==> config.mk <==
export PLATFORM = sky130hd
export DESIGN_NAME = count_rr_sched
export DESIGN_NICKNAME = d
export VERILOG_FILES = /design/src/rtl/count_rr_sched_pkg.sv /design/src/rtl/count_rr_sched_core.sv /design/src/rtl/count_rr_sched.sv
export SDC_FILE = /design/constraint.sdc
export NUM_CORES = 1
export LEC_CHECK = 0
export ABC_AREA = 1
export BUFFER_PORTS_ARGS = -buffer_cell sky130_fd_sc_hd__buf_4
export CORE_AREA = 2 2 79 74
export CTS_CLUSTER_SIZE = 10
export DETAILED_ROUTE_END_ITERATION = 6
export DIE_AREA = 0 0 81 76
export PLACE_DENSITY = 0.74
export SLEW_MARGIN = 40
export SYNTH_ARGS = -nofsm -noshare
export SYNTH_HDL_FRONTEND = slang
export SYNTH_HIERARCHICAL = 1
export SYNTH_SLANG_ARGS = --single-unit
==> constraint.sdc <==
create_clock -name clk -period 2.3 [get_ports clk]
set_clock_uncertainty 0.2 [all_clocks]
set_input_delay 0.23 -clock clk [delete_from_list [all_inputs] [get_ports clk]]
set_output_delay 0.23 -clock clk [all_outputs]
set_load 0.01 [all_outputs]
==> src/rtl/count_rr_sched_pkg.sv <==
// Shared definitions for the round-robin counter scheduler: default widths and FSM encoding.
package count_rr_sched_pkg;

  localparam int N_REQ_DEF = 4;
  localparam int CNT_W_DEF = 8;

  typedef enum logic [1:0] {
    ST_IDLE = 2'd0,
    ST_RUN  = 2'd1,
    ST_DONE = 2'd2
  } state_t;

endpackage

==> src/rtl/count_rr_sched_core.sv <==
// Plain enabled up-counter with synchronous clear; clear wins over enable.
module count_core
  import count_rr_sched_pkg::*;
#(
  parameter int CNT_W = CNT_W_DEF
) (
  input  logic             clk,
  input  logic             rst_n,
  input  logic             clr,
  input  logic             en,
  output logic [CNT_W-1:0] cnt
);

  logic [CNT_W-1:0] r_cnt;

  // NOTE: sequential state uses non-blocking assignments and an asynchronous active-low reset.
  always_ff @(posedge clk or negedge rst_n) begin
    if (!rst_n) begin
      r_cnt <= '0;
    end else if (clr) begin
      r_cnt <= '0;
    end else if (en) begin
      r_cnt <= r_cnt + 1'b1;
    end
  end

  assign cnt = r_cnt;

endmodule

==> src/rtl/count_rr_sched.sv <==
// Round-robin owner of a shared up-counter: grants one requester a timed run of len cycles,
// pulses done on terminal count, and releases early on abort or a dropped request.
module count_rr_sched
  import count_rr_sched_pkg::*;
#(
  parameter int N_REQ = N_REQ_DEF,
  parameter int CNT_W = CNT_W_DEF
) (
  input  logic                   clk,
  input  logic                   rst_n,
  input  logic [N_REQ-1:0]       req,
  input  logic [N_REQ*CNT_W-1:0] len,
  input  logic                   abort,
  output logic [N_REQ-1:0]       grant,
  output logic                   busy,
  output logic                   cnt_en,
  output logic [CNT_W-1:0]       cnt,
  output logic [N_REQ-1:0]       done
);

  localparam int PTR_W = (N_REQ > 1) ? $clog2(N_REQ) : 1;

  state_t             r_state;
  logic [N_REQ-1:0]   r_grant;
  logic [CNT_W-1:0]   r_len;
  logic [PTR_W-1:0]   r_ptr;

  logic               w_found;
  logic [PTR_W-1:0]   w_win;
  logic [N_REQ-1:0]   w_onehot;
  logic [CNT_W-1:0]   w_len_sel;
  logic               w_take;
  logic               w_owner_req;
  logic               w_terminal;

  // Rotating-priority search starting at r_ptr.
  // NOTE: every combinational output gets a default first so no latch is inferred.
  always_comb begin
    int idx;
    w_found  = 1'b0;
    w_win    = '0;
    w_onehot = '0;
    for (int k = 0; k < N_REQ; k++) begin
      idx = int'(r_ptr) + k;
      if (idx >= N_REQ) idx = idx - N_REQ;
      if (!w_found && req[idx]) begin
        w_found = 1'b1;
        w_win   = idx[PTR_W-1:0];
      end
    end
    w_onehot[w_win] = 1'b1;
  end

  assign w_len_sel   = len[int'(w_win)*CNT_W +: CNT_W];
  assign w_take      = (r_state == ST_IDLE) && w_found && !abort;
  assign w_owner_req = |(req & r_grant);
  assign w_terminal  = (cnt == r_len - CNT_W'(1));

  always_ff @(posedge clk or negedge rst_n) begin
    if (!rst_n) begin
      r_state <= ST_IDLE;
      r_grant <= '0;
      r_len   <= '0;
      r_ptr   <= '0;
    end else begin
      case (r_state)
        ST_IDLE: begin
          if (w_take) begin
            r_grant <= w_onehot;
            r_len   <= w_len_sel;
            r_ptr   <= (int'(w_win) == N_REQ - 1) ? '0 : w_win + 1'b1;
            r_state <= (w_len_sel == '0) ? ST_DONE : ST_RUN;
          end
        end
        ST_RUN: begin
          // Abort or a dropped owner request beats terminal count on the same edge.
          if (abort || !w_owner_req) begin
            r_grant <= '0;
            r_state <= ST_IDLE;
          end else if (w_terminal) begin
            r_state <= ST_DONE;
          end
        end
        ST_DONE: begin
          r_grant <= '0;
          r_state <= ST_IDLE;
        end
        default: begin
          r_grant <= '0;
          r_state <= ST_IDLE;
        end
      endcase
    end
  end

  count_core #(
    .CNT_W (CNT_W)
  ) u_core (
    .clk   (clk),
    .rst_n (rst_n),
    .clr   (w_take),
    .en    (cnt_en),
    .cnt   (cnt)
  );

  assign grant  = r_grant;
  assign busy   = (r_state != ST_IDLE);
  assign cnt_en = (r_state == ST_RUN);
  assign done   = (r_state == ST_DONE) ? r_grant : '0;

endmodule

* Word-level counts from Yosys, hierarchy flattened
Cells that the tools add are included.
** Word-level totals
- Flip-flop bits (word level) :: 24
- Bits of input ports :: 39
- Output and inout port bits :: 18
- Word-level logic and storage cells :: 92
** Cells by class
- Add/sub/neg operators :: 10
- Order comparisons :: 10
- Equal/unequal tests :: 7
- Shift operators :: 1
- Mux-type cells :: 38
- Bitwise gates (word level) :: 1
- Reductions and logical operators :: 20
** Operator list (count)
- 32-bit by 4-bit less-than comparator with 1-bit output, second input constant :: 4
- 32-bit 2-to-1 mux :: 4
- 32-bit by 6-bit indexed part select with 8-bit output :: 1
- 2-bit 2-to-1 mux :: 9
- 8-bit 2-to-1 mux :: 2
- 1-bit 2-to-1 mux :: 13
- 4-bit 2-to-1 mux :: 3
- 3-bit by 3-bit subtractor with 4-bit output, second input constant :: 3
- 3-bit greater-or-equal comparator, second input constant :: 3
- 8-bit by 1-bit adder with 8-bit output, second input constant :: 1
- 1-bit binary-select mux with 2-bit select :: 4
- 8-bit == test :: 1
- 8-bit zero test :: 1
- 4-bit one-hot mux with 2 select lines :: 1
- 8-bit by 1-bit subtractor with 8-bit output, second input constant :: 1
- 2-bit by 2-bit adder with 3-bit output, second input constant :: 2
- 1-bit logical AND :: 6
- 2-bit AND reduction :: 3
- 1-bit zero test :: 5
- 4-bit AND :: 1
- 2-bit by 1-bit == test with 1-bit output, second input constant :: 2
- 2-bit by 1-bit inequality test with 1-bit output, second input constant :: 2
- 2-bit one-hot mux with 2 select lines :: 1
- 2-bit nonzero test :: 2
- other kinds (12) :: 12

* Longest topological paths before layout
Gate-level depths: netlist (run 1).
- Depth after elaboration :: 21
- Gate-level depth with buffers :: 19
- Depth with buffers taken out :: 17

* By module
The synthesis (run 1) kept the hierarchy.
** By module, submodules not included
- count_rr_sched :: times used 1, cells an instance 255, area an instance 1637.8 um^2, sequential area each 400.4 um^2
- count_core :: times used 1, cells an instance 60, area an instance 473.0 um^2, sequential area each 200.2 um^2

* Worst setup path after synthesis (run 1)
Ideal clock, no wire load.
- Kind :: register -> register
- Start :: register r_ptr[0]
- End :: register r_ptr[1]
- Setup time :: 126 ps
- Arrival time :: 1788 ps
- Data required time :: 1974 ps
- Slack :: 185 ps
- Stages on the path, launching flop included :: 14
- Path buffers :: 2
- Period minus slack after synthesis :: 2115 ps
- Cell sequence :: dfrtp_1 -> buf_6 -> inv_6 -> nand2_2 -> nand3_1 -> nand2_2 -> nor2_4 -> nand3_4 -> nand3_4 -> buf_6 -> inv_1 -> ha_1 -> nand2_1 -> o21ai_0
** On the way
- Word-level cells in the longest chain between the ends :: 18
- Elaborated cells between the ends (all ways) :: 47
- Those cells by class :: add/sub: 8; order compare: 4; eq/ne: 1; mux: 25; reduce/logical: 9
** Ends and longest elaborated chain
- start, declared :: RTL line count_rr_sched.sv:26 : logic [PTR_W-1:0] r_ptr;
- start signal, assigned :: RTL line count_rr_sched.sv:71 : r_ptr <= (int'(w_win) == N_REQ - 1) ? '0 : w_win + 1'b1;
- branches (longest 18 deep; another with 3-bit by 3-bit subtractor with 4-bit output)
Several ways; the timed one is not identified. The select of a mux whose other input is x is not followed.
A chain may end at the register's enable or synchronous reset.

* Worst setup path in the final report (run 1)
- Start :: register r_ptr[0]
- End :: register r_state[0]
** On the way
- Word-level cells in the longest chain between the ends :: 20
- Elaborated cells between the ends (all ways) :: 50
- Those cells by class :: add/sub: 7; order compare: 4; eq/ne: 1; shift: 1; mux: 27; reduce/logical: 10
** Ends and longest elaborated chain
- branches (longest 20 deep; another with 3-bit by 3-bit subtractor with 4-bit output)
- end signal, assigned :: RTL line count_rr_sched.sv:72 : r_state <= (w_len_sel == '0) ? ST_DONE : ST_RUN;
- end, declared :: RTL line count_rr_sched.sv:23 : state_t r_state;
Several ways; the timed one is not identified. The select of a mux whose other input is x is not followed.

==> flow_metrics.py, run 1 <==
metrics = {
    "detailed_routing": {
        "firstDrtPassIters": 4,
        "dr_wl_met3_microns": 260,
        "route.detailed.drc": 0,
        "viasPerCell": 5.09,
        "top_layer_used": "met4",
        "wl_met2_microns": 3010,
        "vias": 2372,
        "wl_per_cell_microns": 12.9,
        "route.layer.met1.wl_microns": 2670,
        "initialDrtViolationCount": 113,
        "drt-total-wl_microns": 6010,
        "ant_nets": 0,
    },
    "timing": {
        "rsz0062_at_grt": "yes",
        "tightest_slew_ns": 0.592,
        "slew_headroom_pct": 60.4,
        "period_minus_slack_ns": 2.34,
        "fmax_mhz": 427,
        "period_share_pct": 102,
        "final_hold_viol_count": 0,
        "drv_slew": 0,
        "layout_setup_ws_ns": -0.0419,
        "setup_viol": 1,
    },
    "run_status": {
        "outcome": "finished with violations",
        "violations": "negative setup slack",
    },
    "setup_path": {
        "critical_path.max_stage_delay_ns": 0.48,
        "reg2reg_depth": 16,
        "cp.required_ns": 2.26,
        "worstSetupPathType": "flip-flop to flip-flop",
        "r2r_slack_ns": -0.04,
        "cpMostUsedCell": "nand2_2",
        "endpoint_kind": "flip-flop",
        "start_kind": "flip-flop",
        "r2r-start": "r_ptr[0]",
        "slowest_stage": "dfrtp_2",
        "crit_chain": "buf_6 > nand2_2 > nand2_2 > nand2_2 > nand2_2 > nor2_4 > nand3_4 > clkbuf_16 > nand4_1 > nand3_1 > nand2_2 > nand2_1 > nor2_2 > nand2_1 > nand2_1 > nand2_1",
        "cp_max_fo": 8,
        "crit_arrival_ns": 2.30,
        "r2r_end": "r_state[0]",
    },
    "placement": {
        "place.gp.congestion": 0.815,
        "dpl.cell_count": 441,
        "io_buffers": 56,
        "hpwlAfterDp_microns": 4030,
    },
    "synthesis": {
        "synth_top_area_share_pct": 28.5,
        "synth_seq_area_share_pct": 28.5,
        "yosysTopAreaCell": "dfrtp_1",
        "synth_flop_cell": "dfrtp_1",
        "syn_avg_cell_area_sq_um": 6.70,
        "synthDistinctLibCells": 31,
        "synth.cell_area_sq_um": 2110,
        "syn_inst": 315,
        "synth_warnings": 6,
        "netlist_top_cells_area": "dfrtp_1, nand2_1, nand3_1",
        "yosys-top-cells-count": "nand2_1, inv_1, nand3_1",
        "synth-edff-count": 0,
        "syn_nets": 360,
        "yosysMostFrequentCell": "nand2_1",
        "ys_ff_latch": 24,
        "async_flop_share_pct": 100,
    },
    "floorplanning": {
        "die_w_microns": 81,
        "core_sq_um": 5400,
        "pin_count": 57,
        "start_util_pct": 39.1,
        "dieArea_sq_um": 6160,
        "fp.dieH_microns": 76,
        "std_cell_rows": 26,
    },
    "clock_network": {
        "clkLatencyLatePin_ns": 0.27,
        "h-tree-depth": 1,
        "numCtsBuffers": 3,
        "cts_tree": "yes",
        "cts.path.max_buffers": 2,
        "clkTransAtPathRegs_ns": 0.08,
        "cts_root_buffer": "clkbuf_8",
        "cts.sinks": 24,
    },
    "pwr": {
        "p_total_mw": 5.02,
        "power_density_nw_per_um2": 1650,
        "leakage_nw": 1.54,
        "ir_worst_vdd_mv": 0.914,
    },
    "global_routing": {
        "grt_pass1_vias": 2023,
        "antenna_found_initial": 0,
        "grt_max_degree": 25,
        "grt_overflow": 0,
        "grt_pass1_wl_microns": 9110,
        "track_usage_pct": 17.7,
    },
    "finish": {
        "drive_gt1_share_pct": 35.9,
        "nets": 442,
        "multi_input_area_sq_um": 1450,
        "area_delta_synth_final_pct": 44.3,
        "fin_cells": 466,
        "n_antenna_cell": 0,
        "seqCellArea_sq_um": 602,
        "post-route-util_pct": 56.4,
        "nFillCells": 540,
    },
    "job": {
        "cap_violations": 0,
    },
    "worst_hold_path": {
        "min_from": "abort",
        "hp-class": "input port to flip-flop",
        "hold_end": "r_state[0]",
        "holdPathStages": 4,
    },
}
[report_power, final]
part           switching (mW)  total [mW]  internal [mW]
logic                    2.24        3.90           1.65
clock network           0.140       0.373          0.233
registers               0.181       0.752          0.571
total                    2.56        5.02           2.46
[metal layers]
metal	up-vias	track usage [%]
met4	0	3.05
met1	1091	24.9
met3	10	1.66
met5	-	0
met2	72	29.8
li1	1199	-
[flip-flops by register name (all words and copies together) (netlist names)]
signal      flops
r_state         2
grant           4
u_core/cnt      8
r_ptr           2
r_len           8
[logic make-up (layout without fill, tap and decap cells)]
| family | after synthesis | in the layout | synth area share, % |
|---|---|---|---|
| buffers and inverters | 44 | 122 | 9.42 |
| DFF | 24 | 24 | 28.5 |
| xor gates and xnor gates | 11 | 11 | 4.56 |
| adders and majority gates | 6 | 6 | 3.56 |
| AOI/OAI and AO/OA | 26 | 26 | 6.76 |
| and+or+nand+nor | 204 | 207 | 47.2 |
[critical path: cells and delay by family, from the launching register on]
kind	cells	cell delay [ns]
buffers and inverters	2	0.36
and+or+nand+nor	14	1.20
DFF	1	0.48
[metrics by stage]
stage / setup WS [ns] / TNS [ns] / instance area (sq um) / hold slack [ns]
final: -0.0419 / -0.0419 / 3050 / 0.113
after global routing: -0.219 / -1.04 / 3050 / 0.143
after CTS: 0.00707 / 0 / 2720 / 0.0787
after detailed placement: -0.0784 / -0.111 / 2630 / -0.0499
after global placement: -0.00622 / -0.00622 / 2630 / -0.0520
after floorplan: 0.185 / 0 / 2110 / -0.266
[final cells by class]
class | count | share of cell area, %
multi-input cells | 250 | 47.6
repair buffers | 81 | 22.3
flip-flops and latches | 24 | 19.8
inverters | 36 | 4.93
well taps | 70 | 2.87
clock buffers | 3 | 1.36
clock inverters | 1 | 0.986
repair inverters | 1 | 0.164
[what timing repair did]
| item | 4_1_cts | 5_1_grt |
|---|---|---|
| pin swaps | 0 | 18 |
| gates cloned | 0 | 5 |
| setup buffers | 0 | 15 |
| hold endpoints to repair | 24 | 0 |
| setup endpoints to repair | 3 | 9 |
| gates resized for setup | 1 | 50 |
| hold buffers | 1 | 0 |
[cells in the final DEF (no fill, tap or decap), types with 4 or more instances in the layout]
cell,n
nand3_2,9
o21ai_1,7
nand3_1,25
buf_4,71
nand4_1,22
nand3_4,5
nand2_2,19
nor2_1,23
dfrtp_1,23
o21ai_0,12
inv_1,29
xor2_1,7
ha_1,4
xnor2_1,4
nor2_2,4
nand2_1,86
buf_6,5
nand2_4,4
[worst max-delay path by stage]
stage | start | slack (ns) | endpoint | cells past startpoint
after floorplan | r_ptr[0] | 0.19 | r_ptr[1] | 13
after global placement | r_ptr[0] | -0.006 | r_state[0] | 16
after detailed placement | r_ptr[0] | -0.08 | r_state[0] | 17
after CTS | r_ptr[0] | 0.007 | r_state[0] | 16
after global routing | r_ptr[0] | -0.22 | r_state[0] | 16
final | r_ptr[0] | -0.04 | r_state[0] | 16
Power figures use the tool's default switching activity.
==> run 2, diff against run 1 <==
--- a/config.mk
+++ b/config.mk
@@ -12,6 +12,7 @@
 export DETAILED_ROUTE_END_ITERATION = 6
 export DIE_AREA = 0 0 81 76
 export PLACE_DENSITY = 0.74
+export RECOVER_POWER = 50
 export SLEW_MARGIN = 40
 export SYNTH_ARGS = -nofsm -noshare
 export SYNTH_HDL_FRONTEND = slang
==> run 2 against run 1 <==
  * The flow still finishes with violations (negative setup slack)
  * Largest power group unchanged
  * Wire length down 0.27%
  * Highest routed layer unchanged
  * Worst setup slack about the same
  * Final area down 0.49%
  * First-iteration DRC count decreased by 19%
  * Total power is 0.28% lower
  * Sequential share of layout area grew 0.098 points
  * Hold slack about the same
  * Clock power is essentially flat
  * Global-route usage did not move
  * Combinational power barely moved
==> flow_metrics.py, run 2 (synthesized netlist as in run 1, its figures left out) <==
metrics = {
    "timing": {
        "slew_headroom_pct": 10.7,
        "drv_slew": 0,
        "hold_slack_ns": 0.113,
        "layout_setup_ws_ns": -0.0418,
        "tightest_slew_ns": 1.34,
        "setup_viol": 1,
        "final_hold_viol_count": 0,
        "period_share_pct": 102,
        "period_minus_slack_ns": 2.34,
        "rsz0062_at_grt": "yes",
        "fmax_mhz": 427,
    },
    "worst_hold_path": {
        "holdPathStages": 4,
        "min_from": "abort",
        "hp-class": "input port to flip-flop",
    },
    "setup_path": {
        "worstSetupPathType": "flip-flop to flip-flop",
        "crit_start": "r_ptr[0]",
        "start_kind": "flip-flop",
        "slowest_stage": "dfrtp_2",
        "crit_chain": "buf_6 > nand2_2 > nand2_2 > nand2_2 > nand2_2 > nor2_4 > nand3_4 > clkbuf_16 > nand4_1 > nand3_1 > nand2_2 > nand2_1 > nor2_2 > nand2_1 > nand2_1 > nand2_1",
        "endpoint_kind": "flip-flop",
        "r2r_end": "r_state[0]",
        "crit_arrival_ns": 2.30,
        "reg2reg_depth": 16,
        "r2r-start": "r_ptr[0]",
        "cpMostUsedCell": "nand2_2",
        "r2r_slack_ns": -0.04,
        "cp_max_fo": 8,
        "cp.required_ns": 2.26,
        "endpoint": "r_state[0]",
        "critical_path.max_stage_delay_ns": 0.48,
    },
    "detailed_routing": {
        "wl_per_cell_microns": 12.9,
        "ant_nets": 0,
        "route.detailed.drc": 0,
        "drt-total-wl_microns": 6000,
        "firstDrtPassIters": 4,
        "viasPerCell": 5.10,
        "vias": 2377,
        "initialDrtViolationCount": 91,
    },
    "finish": {
        "n_antenna_cell": 0,
        "stdcell_area_sq_um": 3030,
        "nets": 442,
        "final_cell_mix": "nand2_1, buf_4, inv_1",
        "drive_gt1_share_pct": 34.8,
        "area_delta_synth_final_pct": 43.6,
        "final_common_cell": "nand2_1",
    },
    "floorplanning": {
        "dieArea_sq_um": 6160,
        "std_cell_rows": 26,
        "fp.dieH_microns": 76,
        "core_sq_um": 5400,
        "pin_count": 57,
        "die_w_microns": 81,
        "start_util_pct": 39.1,
    },
    "global_routing": {
        "track_usage_pct": 17.7,
        "grt_pass1_wl_microns": 9110,
        "antenna_found_initial": 0,
        "grt_overflow": 0,
        "grt_max_degree": 25,
        "grt_pass1_vias": 2023,
    },
    "clock_network": {
        "clkTransAtPathRegs_ns": 0.08,
        "h-tree-depth": 1,
        "cts_tree": "yes",
        "cts.sinks": 24,
        "cts_root_buffer": "clkbuf_8",
        "clkLatencyLatePin_ns": 0.27,
        "cts.path.max_buffers": 2,
        "numCtsBuffers": 3,
    },
    "placement": {
        "post-place-ws_ns": -0.0784,
        "postPlaceCellArea_sq_um": 2630,
        "place.gp.congestion": 0.815,
        "io_buffers": 56,
        "hpwlAfterDp_microns": 4030,
    },
    "pwr": {
        "power_density_nw_per_um2": 1650,
        "leakage_nw": 1.52,
        "ir_worst_vdd_mv": 0.914,
    },
    "run_status": {
        "outcome": "finished with violations",
        "violations": "negative setup slack",
    },
    "job": {
        "cap_violations": 0,
    },
}
==> run 2: metal layers <==
metal	vias up	GRT usage, %	routed length, microns
met5	-	0	0
met3	10	1.66	298
li1	1202	-	-
met2	78	29.8	2990
met4	0	3.05	74
met1	1087	24.9	2630
==> run 2: cell type report <==
class	count	area, sq um
inverters	36	150
multi-input cells	250	1450
flip-flops and latches	24	602
repair buffers	81	664
repair inverters	1	5.00
fillers	540	2370
clock buffers	3	41.3
clock inverters	1	30.0
well taps	70	87.6
==> run 2: how the worst min path moves through the flow <==
stage	endpoint	slack (ns)
floorplan	grant[0]	-0.27
global placement	u_core/cnt[4]	-0.05
detailed placement	u_core/cnt[4]	-0.05
CTS	r_state[0]	0.08
global route	r_state[0]	0.14
finish	r_state[0]	0.11
==> run 2: through the flow <==
step / power [mW] / setup TNS [ns] / utilization [%] / instances
final: 5.01 / -0.0418 / 56.1 / 466
after global routing: 5.50 / -1.04 / 56.1 / 466
after CTS: 4.01 / 0 / 50.3 / 446
after detailed placement: 3.61 / -0.111 / 48.7 / 441
after global placement: 3.57 / -0.00622 / 48.7 / 441
after floorplan: 2.90 / 0 / - / 315
==> run 2: repair_timing <==
| item | CTS | global route |
|---|---|---|
| cloned | 0 | 5 |
| setup endpoints to repair | 3 | 9 |
| resized for setup | 1 | 50 |
| endpoints found under the hold margin | 24 | 0 |
| setup buffers | 0 | 15 |
| hold buffers | 1 | 0 |
| pin swaps | 0 | 18 |
==> run 2: critical path, delay by kind of cell, from the launching register on <==
kind | cells | cell delay (ns)
buffers and inverters | 2 | 0.36
flip-flops | 1 | 0.48
AND/OR/NAND/NOR | 14 | 1.20
==> run 2: report_power, final <==
group | switching [mW] | internal, mW
registers | 0.180 | 0.571
clock network | 0.139 | 0.233
logic | 2.24 | 1.64
